### src/rtl/mem_arb_pkg.sv
// Shared types and constants for the two-client memory arbiter.
package mem_arb_pkg;

   typedef enum logic [1:0] {
      S_IDLE  = 2'd0,
      S_ISSUE = 2'd1,
      S_WAIT  = 2'd2,
      S_HOLD  = 2'd3
   } state_t;

   // Watchdog counter width; bounds the usable TIMEOUT to 1..255.
   localparam int unsigned WDOG_W = 8;

   // Client indices as carried on the owner / winner signals.
   localparam logic C0 = 1'b0;
   localparam logic C1 = 1'b1;

endpackage

### src/rtl/rr_pick2.sv
// Two-way round-robin pick: a lone requester wins, a tie goes to the client that was not last.
module rr_pick2
   import mem_arb_pkg::*;
(
   input  logic [1:0] req,
   input  logic       last,
   output logic       winner
);

   // Winner select; with no request the previous owner is kept (result unused then).
   always_comb begin
      winner = last;
      case (req)
         2'b01:   winner = C0;
         2'b10:   winner = C1;
         2'b11:   winner = ~last;
         default: winner = last;
      endcase
   end

endmodule

### src/rtl/mem_arbiter.sv
// Shares one main-memory port between two clients with round-robin, lock and watchdog abort.
module mem_arbiter
   import mem_arb_pkg::*;
#(
   parameter int unsigned ADDR_W  = 16,
   parameter int unsigned DATA_W  = 32,
   parameter int unsigned TIMEOUT = 255
) (
   input  logic              clk,
   input  logic              rst_n,
   input  logic              c0_req,
   input  logic              c0_we,
   input  logic              c0_lock,
   input  logic [ADDR_W-1:0] c0_addr,
   input  logic [DATA_W-1:0] c0_wdata,
   input  logic              c1_req,
   input  logic              c1_we,
   input  logic              c1_lock,
   input  logic [ADDR_W-1:0] c1_addr,
   input  logic [DATA_W-1:0] c1_wdata,
   output logic              c0_gnt,
   output logic              c0_done,
   output logic [DATA_W-1:0] c0_rdata,
   output logic              c1_gnt,
   output logic              c1_done,
   output logic [DATA_W-1:0] c1_rdata,
   output logic              mem_req,
   output logic              mem_we,
   output logic [ADDR_W-1:0] mem_addr,
   output logic [DATA_W-1:0] mem_wdata,
   input  logic              mem_ready,
   input  logic              mem_done,
   input  logic [DATA_W-1:0] mem_rdata,
   output logic              owner,
   output logic              busy,
   output logic              timeout_err
);

   state_t            state;
   state_t            state_d;
   logic [WDOG_W-1:0] wdog;
   logic              pick_c;
   logic              grant_c;
   logic              grant_sel_c;
   logic              accept_c;
   logic              finish_c;
   logic              abort_c;
   logic              own_req_c;
   logic              own_lock_c;

   assign own_req_c  = (owner == C1) ? c1_req  : c0_req;
   assign own_lock_c = (owner == C1) ? c1_lock : c0_lock;

   rr_pick2 u_pick (
      .req    ({c1_req, c0_req}),
      .last   (owner),
      .winner (pick_c)
   );

   // State register.
   always_ff @(posedge clk or negedge rst_n) begin
      if (!rst_n) state <= S_IDLE;
      else        state <= state_d;
   end

   // Next state and single-cycle control strobes.
   always_comb begin
      state_d     = state;
      grant_c     = 1'b0;
      grant_sel_c = owner;
      accept_c    = 1'b0;
      finish_c    = 1'b0;
      abort_c     = 1'b0;
      case (state)
         S_IDLE: begin
            if ((c0_req || c1_req) && mem_ready) begin
               grant_c     = 1'b1;
               grant_sel_c = pick_c;
               state_d     = S_ISSUE;
            end
         end
         S_ISSUE: begin
            if (mem_ready) begin
               accept_c = 1'b1;
               state_d  = S_WAIT;
            end
         end
         S_WAIT: begin
            // A completion in the final watchdog cycle still counts as a normal finish.
            if (mem_done) begin
               finish_c = 1'b1;
               state_d  = own_lock_c ? S_HOLD : S_IDLE;
            end else if (wdog == WDOG_W'(TIMEOUT)) begin
               abort_c = 1'b1;
               state_d = S_IDLE;
            end
         end
         S_HOLD: begin
            if (own_req_c && mem_ready) begin
               grant_c = 1'b1;
               state_d = S_ISSUE;
            end else if (!own_lock_c && !own_req_c) begin
               state_d = S_IDLE;
            end
         end
         default: state_d = S_IDLE;
      endcase
   end

   // Watchdog: counts WAIT cycles, zero everywhere else.
   always_ff @(posedge clk or negedge rst_n) begin
      if (!rst_n)                                     wdog <= '0;
      else if ((state == S_WAIT) && (state_d == S_WAIT)) wdog <= wdog + WDOG_W'(1);
      else                                            wdog <= '0;
   end

   // Handshake pulses, memory command fields and ownership.
   always_ff @(posedge clk or negedge rst_n) begin
      if (!rst_n) begin
         c0_gnt      <= 1'b0;
         c1_gnt      <= 1'b0;
         c0_done     <= 1'b0;
         c1_done     <= 1'b0;
         timeout_err <= 1'b0;
         busy        <= 1'b0;
         owner       <= C1;
         mem_req     <= 1'b0;
         mem_we      <= 1'b0;
         mem_addr    <= '0;
         mem_wdata   <= '0;
      end else begin
         c0_gnt      <= grant_c && (grant_sel_c == C0);
         c1_gnt      <= grant_c && (grant_sel_c == C1);
         c0_done     <= (finish_c || abort_c) && (owner == C0);
         c1_done     <= (finish_c || abort_c) && (owner == C1);
         timeout_err <= abort_c;
         busy        <= (state_d != S_IDLE);
         if (grant_c) begin
            owner     <= grant_sel_c;
            mem_req   <= 1'b1;
            mem_we    <= (grant_sel_c == C1) ? c1_we    : c0_we;
            mem_addr  <= (grant_sel_c == C1) ? c1_addr  : c0_addr;
            mem_wdata <= (grant_sel_c == C1) ? c1_wdata : c0_wdata;
         end else if (accept_c) begin
            mem_req <= 1'b0;
         end
      end
   end

   // Per-client read data; an aborted transaction returns zero.
   always_ff @(posedge clk or negedge rst_n) begin
      if (!rst_n) begin
         c0_rdata <= '0;
         c1_rdata <= '0;
      end else if (finish_c || abort_c) begin
         if (owner == C0) c0_rdata <= finish_c ? mem_rdata : '0;
         else             c1_rdata <= finish_c ? mem_rdata : '0;
      end
   end

endmodule

### config.mk
export PLATFORM = sky130hd
export DESIGN_NAME = mem_arbiter
export DESIGN_NICKNAME = d
export VERILOG_FILES = /design/src/rtl/mem_arb_pkg.sv /design/src/rtl/rr_pick2.sv /design/src/rtl/mem_arbiter.sv
export SDC_FILE = /design/constraint.sdc
export NUM_CORES = 1
export LEC_CHECK = 0
export CAP_MARGIN = 20
export CORE_UTILIZATION = 41
export DETAILED_ROUTE_END_ITERATION = 16
export PLACE_DENSITY = 0.92
export SLEW_MARGIN = 20
export SYNTH_ARGS = -nofsm -noshare
export SYNTH_HDL_FRONTEND = slang
export SYNTH_SLANG_ARGS = --single-unit
### constraint.sdc
create_clock -name clk -period 2.75 [get_ports clk]
set_input_delay 0.55 -clock clk [delete_from_list [all_inputs] [get_ports clk]]
set_output_delay 0.55 -clock clk [all_outputs]
set_load 0.05 [all_outputs]
# Word-level counts from Yosys, hierarchy flattened
# Index checks and enable logic that the tools add are counted.
[op_classes] bitwise_logic=2 addsub=1 muxes=30 reduce_logical=17 n_eq_ne=8
[ops] cell="2-to-1 mux 32 bit" count=2
[ops] cell="2-to-1 mux 1 bit" count=16
[ops] cell="2-to-1 mux 16 bit" count=1
[ops] cell="2-to-1 mux 2 bit" count=7
[ops] cell="equality test 2 bit (second input constant)" count=5
[ops] cell="adder 8 x 1 -> 8 bit (second input constant)" count=1
[ops] cell="equality test 8 bit (second input constant)" count=1
[ops] cell="logical AND 1 bit" count=8
[ops] cell="2-to-1 mux 8 bit" count=1
[ops] cell="one-hot mux 2 bit (4 select lines)" count=1
[ops] cell="equality test 2 x 1 -> 1 bit (second input constant)" count=2
[ops] cell="AND reduction 2 bit" count=2
[ops] cell="nonzero test 2 bit" count=2
[ops] cell="one-hot mux 1 bit (3 select lines)" count=1
[ops] cell="logical NOT 1 bit" count=2
[ops] cell="logical NOT 2 bit" count=1
[ops] cell="logical OR 1 bit" count=2
[ops] cell="inverter 1 bit" count=2
[ops] cell="one-hot mux 1 bit (2 select lines)" count=1
[word_totals] ff_bits=131 input_bits=138 wordCells=73

# Logic depth before layout (Yosys ltp)
[depth] ltp_word=9 ltp_mapped=9 mapped_depth_nobuf=7

# By module
# Synthesis repeated with hierarchy kept, for this count alone.
[unflattened] hier_cells=457 hier_area_um2=5517.8
[by_module_without_submodules] mod="mem_arbiter" instances=1 cells_each=455 area_each_um2=5504.0 seq_area_each_um2=3279.4
[by_module_without_submodules] mod="rr_pick2" instances=1 cells_each=2 area_each_um2=13.8 seq_area_each_um2=0.0

# Worst setup path after synthesis
# No wires, ideal clock.
[synth_path] kind="register to register" from="register owner" to="register wdog[2]" arrival_ns=2.048 path_stages_with_launch=7 slack_ns=0.630 path_buffers=1 period_less_slack_ns=2.120 path_cell_list="dfstp_2 -> buf_6 -> or3b_1 -> a32o_2 -> a221oi_4 -> nand4b_4 -> nor2_1"
[synth_via] elab_chain_len=9 word_cells_on_any_way=14 cone_classes="eq/ne (1); mux (8); reduce/logical (5)"
[synth_lines] element="start, declared" line="mem_arbiter.sv:34" rtl="output logic owner,"
[synth_lines] element="start signal, assigned" line="mem_arbiter.sv:139" rtl="owner <= grant_sel_c;"
[synth_lines] element="2-to-1 mux 1 bit (on tied branches)" line="mem_arbiter.sv:52, mem_arbiter.sv:51"
[synth_lines] element="logical NOT 1 bit" line="mem_arbiter.sv:102" rtl="end else if (!own_lock_c && !own_req_c) begin"
[synth_lines] element="logical AND 1 bit" line="mem_arbiter.sv:102"
[synth_lines] element="2-to-1 mux 2 bit" line="mem_arbiter.sv:102"
[synth_lines] element="2-to-1 mux 2 bit" line="mem_arbiter.sv:99" rtl="if (own_req_c && mem_ready) begin"
[synth_lines] element="one-hot mux 2 bit (4 select lines) (*)" line="mem_arbiter.sv:74" rtl="case (state)"
[synth_lines] element="equality test 2 bit (*)" line="mem_arbiter.sv:113" rtl="else if ((state == S_WAIT) && (state_d == S_WAIT)) wdog <= wdog + WDOG_W'(1);"
[synth_lines] element="logical AND 1 bit (*)" line="mem_arbiter.sv:113"
[synth_lines] element="2-to-1 mux 8 bit (*)" line="mem_arbiter.sv:113"
[synth_lines] element="end signal, assigned" line="mem_arbiter.sv:113"
[synth_lines] element="end, declared" line="mem_arbiter.sv:41" rtl="logic [WDOG_W-1:0] wdog;"
# Mark *: on every way between the ends. The rest lies on a longest branch, timed or not.
# A chain may end at the register's enable or synchronous reset.

# Final worst setup path
[layout_path] from="register owner" to="output owner"
# No word-level cell between the ends.

==> impl_metrics.ini <==
[sta]
hold_violations = 0
slew-limit-headroom_pct = 59.2
setup_slack_ps = 309
fmax_ghz = 0.410
final_max_slew_viol_count = 0
rsz0062_at_grt = false
setup_viol = 0
period_minus_slack_ps = 2440
finClkSkew_ps = 7.72
tightest_slew_ps = 611
setup_tns_ps = 0
finalCritPeriodShare_pct = 88.8

[floorplan]
boundaryPins = 259
core_um2 = 12900
die-area_um2 = 13900
start_util_pct = 42.8
row_count = 41
die_x_um = 118
die_height_um = 118

[setup_path]
worst-path-max-fanout = 8
start_kind = register
cp_top_family = buffers and inverters
critical_path_arrival_ps = 1890
cp.required_ps = 2200
crit_buf_inv = 1
critical_path_class = register to primary output
crit_chain = clkdlybuf4s50_1
critPathSlowestCell = clkdlybuf4s50_1
cp-end-kind = primary output
cpPeakStageDelay_ps = 850

[logic_synthesis]
netlist_instances = 455
synthFlopType = dfrtp_1
synthesis.nets = 599
synth_edf_count = 0
async_reset_ff_share_pct = 100
ys_seq_area_share_pct = 59.6
yosysUniqueCellTypes = 42
yosys_warnings = 0
synth_top_area_share_pct = 59.1
yosysMostFrequentCell = dfrtp_1
ys_top_cells_by_area = dfrtp_1 59%, a22o_1 10%, mux2i_1 9.1%, a21oi_1 4.5%, nor2_1 4.2%
yosysTopAreaCell = dfrtp_1
synth_commonest_cells = 130 x dfrtp_1, 64 x a22o_1, 61 x nor2_1
syn_area_per_cell_um2 = 12.1
ys_ff_latch = 131
synthesis.area_um2 = 5510

[routing]
routed_wirelength_um = 15700
antenna_left = 0
drt_iter0_drc = 465
drc = 0
viasPerCell = 5.30
detail_route.wl_per_cell_um = 17.5
via_count = 4753
dr.pass1.iters = 5

[clock_tree]
cts_resized = 0
postCtsHoldBufs = 0
path_clk_slew_ps = 60
cts_buffers = 17
cts_tree = done
clock-sinks = 131
cts.path.max_buffers = 2
clk_latency_ps = 410
post_cts.repair.setup_buffers = 0
htreeDepth = 4
cts-root-buf = clkbuf_16

[power]
power_leakage_nw = 3.96
power.switching_w = 0.00551
seq_power_share_pct = 26.7
internal_power_w = 0.00643
ir_drop_uv = 753
p_per_area_nw_per_um2 = 1340
swShare_pct = 46.1
p_comb_share_pct = 54.1
pwr-share-clk_pct = 19.2

[place]
place_congestion = 0.858
hpwl_um = 11600
pre_cts_ws_ps = 170
io_buffer_count = 258

[grt]
grt_busiest_layer = met2
grt_use_met1_pct = 26.6
grt_use_total_pct = 24.1
grt_pass1_vias = 5107
overflow = 0
use_met3_pct = 6.69
grt_use_met2_pct = 42.4
grt_max_degree = 61
grt_pass1_wl_um = 26000
antenna_found_initial = 0

[final_layout]
drive_above_1_share_pct = 7.59
fillers = 923
area_delta_synth_final_pct = 62.4
antenna_cells = 0
ff_latch_area_um2 = 3280
multi_input_area_um2 = 2060
fin_nets = 856

[outcome]
status = completed

[min_path]
hp-class = input port to asynchronous set/reset pin

[run]
cap_violations = 0
==> flip-flops by register name, summed over array words and instances, names as in the netlist <==
register	count
c0_done	1
c0_rdata	32
mem_req	1
busy	1
state	2
wdog	8
mem_addr	16
mem_we	1
c0_gnt	1
c1_done	1
timeout_err	1
mem_wdata	32
c1_rdata	32
owner	1
c1_gnt	1
==> final timing paths <==
kind                             startpoint             to  slack, ps  cells after the start
worst max-delay path                  owner          owner        310                      1
worst min-delay path                  rst_n    mem_addr[0]        140                      1
worst max register to register     state[0]  mem_wdata[16]        550                      8
worst min register to register  c1_rdata[5]    c1_rdata[5]        500                      1
max in group asynchronous             rst_n          owner       1870                      2
min in group clk                c1_rdata[5]    c1_rdata[5]        500                      1
==> power by group through the flow <==
stage / Combinational, W / Clock, W / Sequential [W]
2_1_floorplan: 0.00158 / 0 / 0.00578
3_3_place_gp: 0.00632 / 0 / 0.00317
5_1_grt: 0.00675 / 0.00243 / 0.00329
3_5_place_dp: 0.00648 / 0 / 0.00321
6_report: 0.00646 / 0.00229 / 0.00319
4_1_cts: 0.00650 / 0.00234 / 0.00319
==> per-layer routing <==
metal / up-vias / wire length, µm
li1: 2169 / -
met1: 2286 / 5870
met2: 252 / 8170
met3: 46 / 1160
met4: 0 / 537
met5: - / 0
==> per-stage QoR <==
| step | total power (W) | area, µm² | hold WS [ps] | instances | util, % |
|---|---|---|---|---|---|
| 6_report | 0.0119 | 8940 | 143 | 897 | 69.5 |
| 5_1_grt | 0.0125 | 8940 | 186 | 897 | 69.5 |
| 4_1_cts | 0.0120 | 8940 | 153 | 897 | 69.5 |
| 3_5_place_dp | 0.00969 | 8340 | 486 | 865 | 64.8 |
| 3_3_place_gp | 0.00949 | 8340 | 466 | 865 | 64.8 |
| 2_1_floorplan | 0.00736 | 5510 | 254 | 455 | - |
==> cells by family after synthesis <==
group / share of synthesized area [%]
AO/OA/AOI/OAI: 17.9
XOR/XNOR: 0.954
adder cells (fa/ha/maj): 1.36
buffers and inverters: 3.77
flip-flops: 59.6
multiplexers: 9.29
AND/OR/NAND/NOR: 7.20
==> placed cells by master, fill, tap and decap left out, drive strengths merged, types with 2 or more instances in the layout <==
cell and count:
clkdlybuf4s50 257, dfrtp 130, a22o 64, nor2 61, mux2i 50, a21oi 50
inv 20, clkbuf 17, buf 12, nand2 7, ha 6, o21ai 5
xor2 4, nand4 3, nor2b 3, and2 3, a31oi 2, nand3 2
a21o 2, xnor2 2, clkinv 2, bufinv 2, nor4b 2, a221oi 2
==> final cells by class <==
type,instances,area share [%]
clock inverter,15,2.01
tap,172,2.41
timing repair buffer,269,30.7
clock buffer,17,4.76
multi-input combinational,283,23.0
inverter,10,0.420
sequential,131,36.7
No activity file was read; power rests on OpenSTA's default activity.
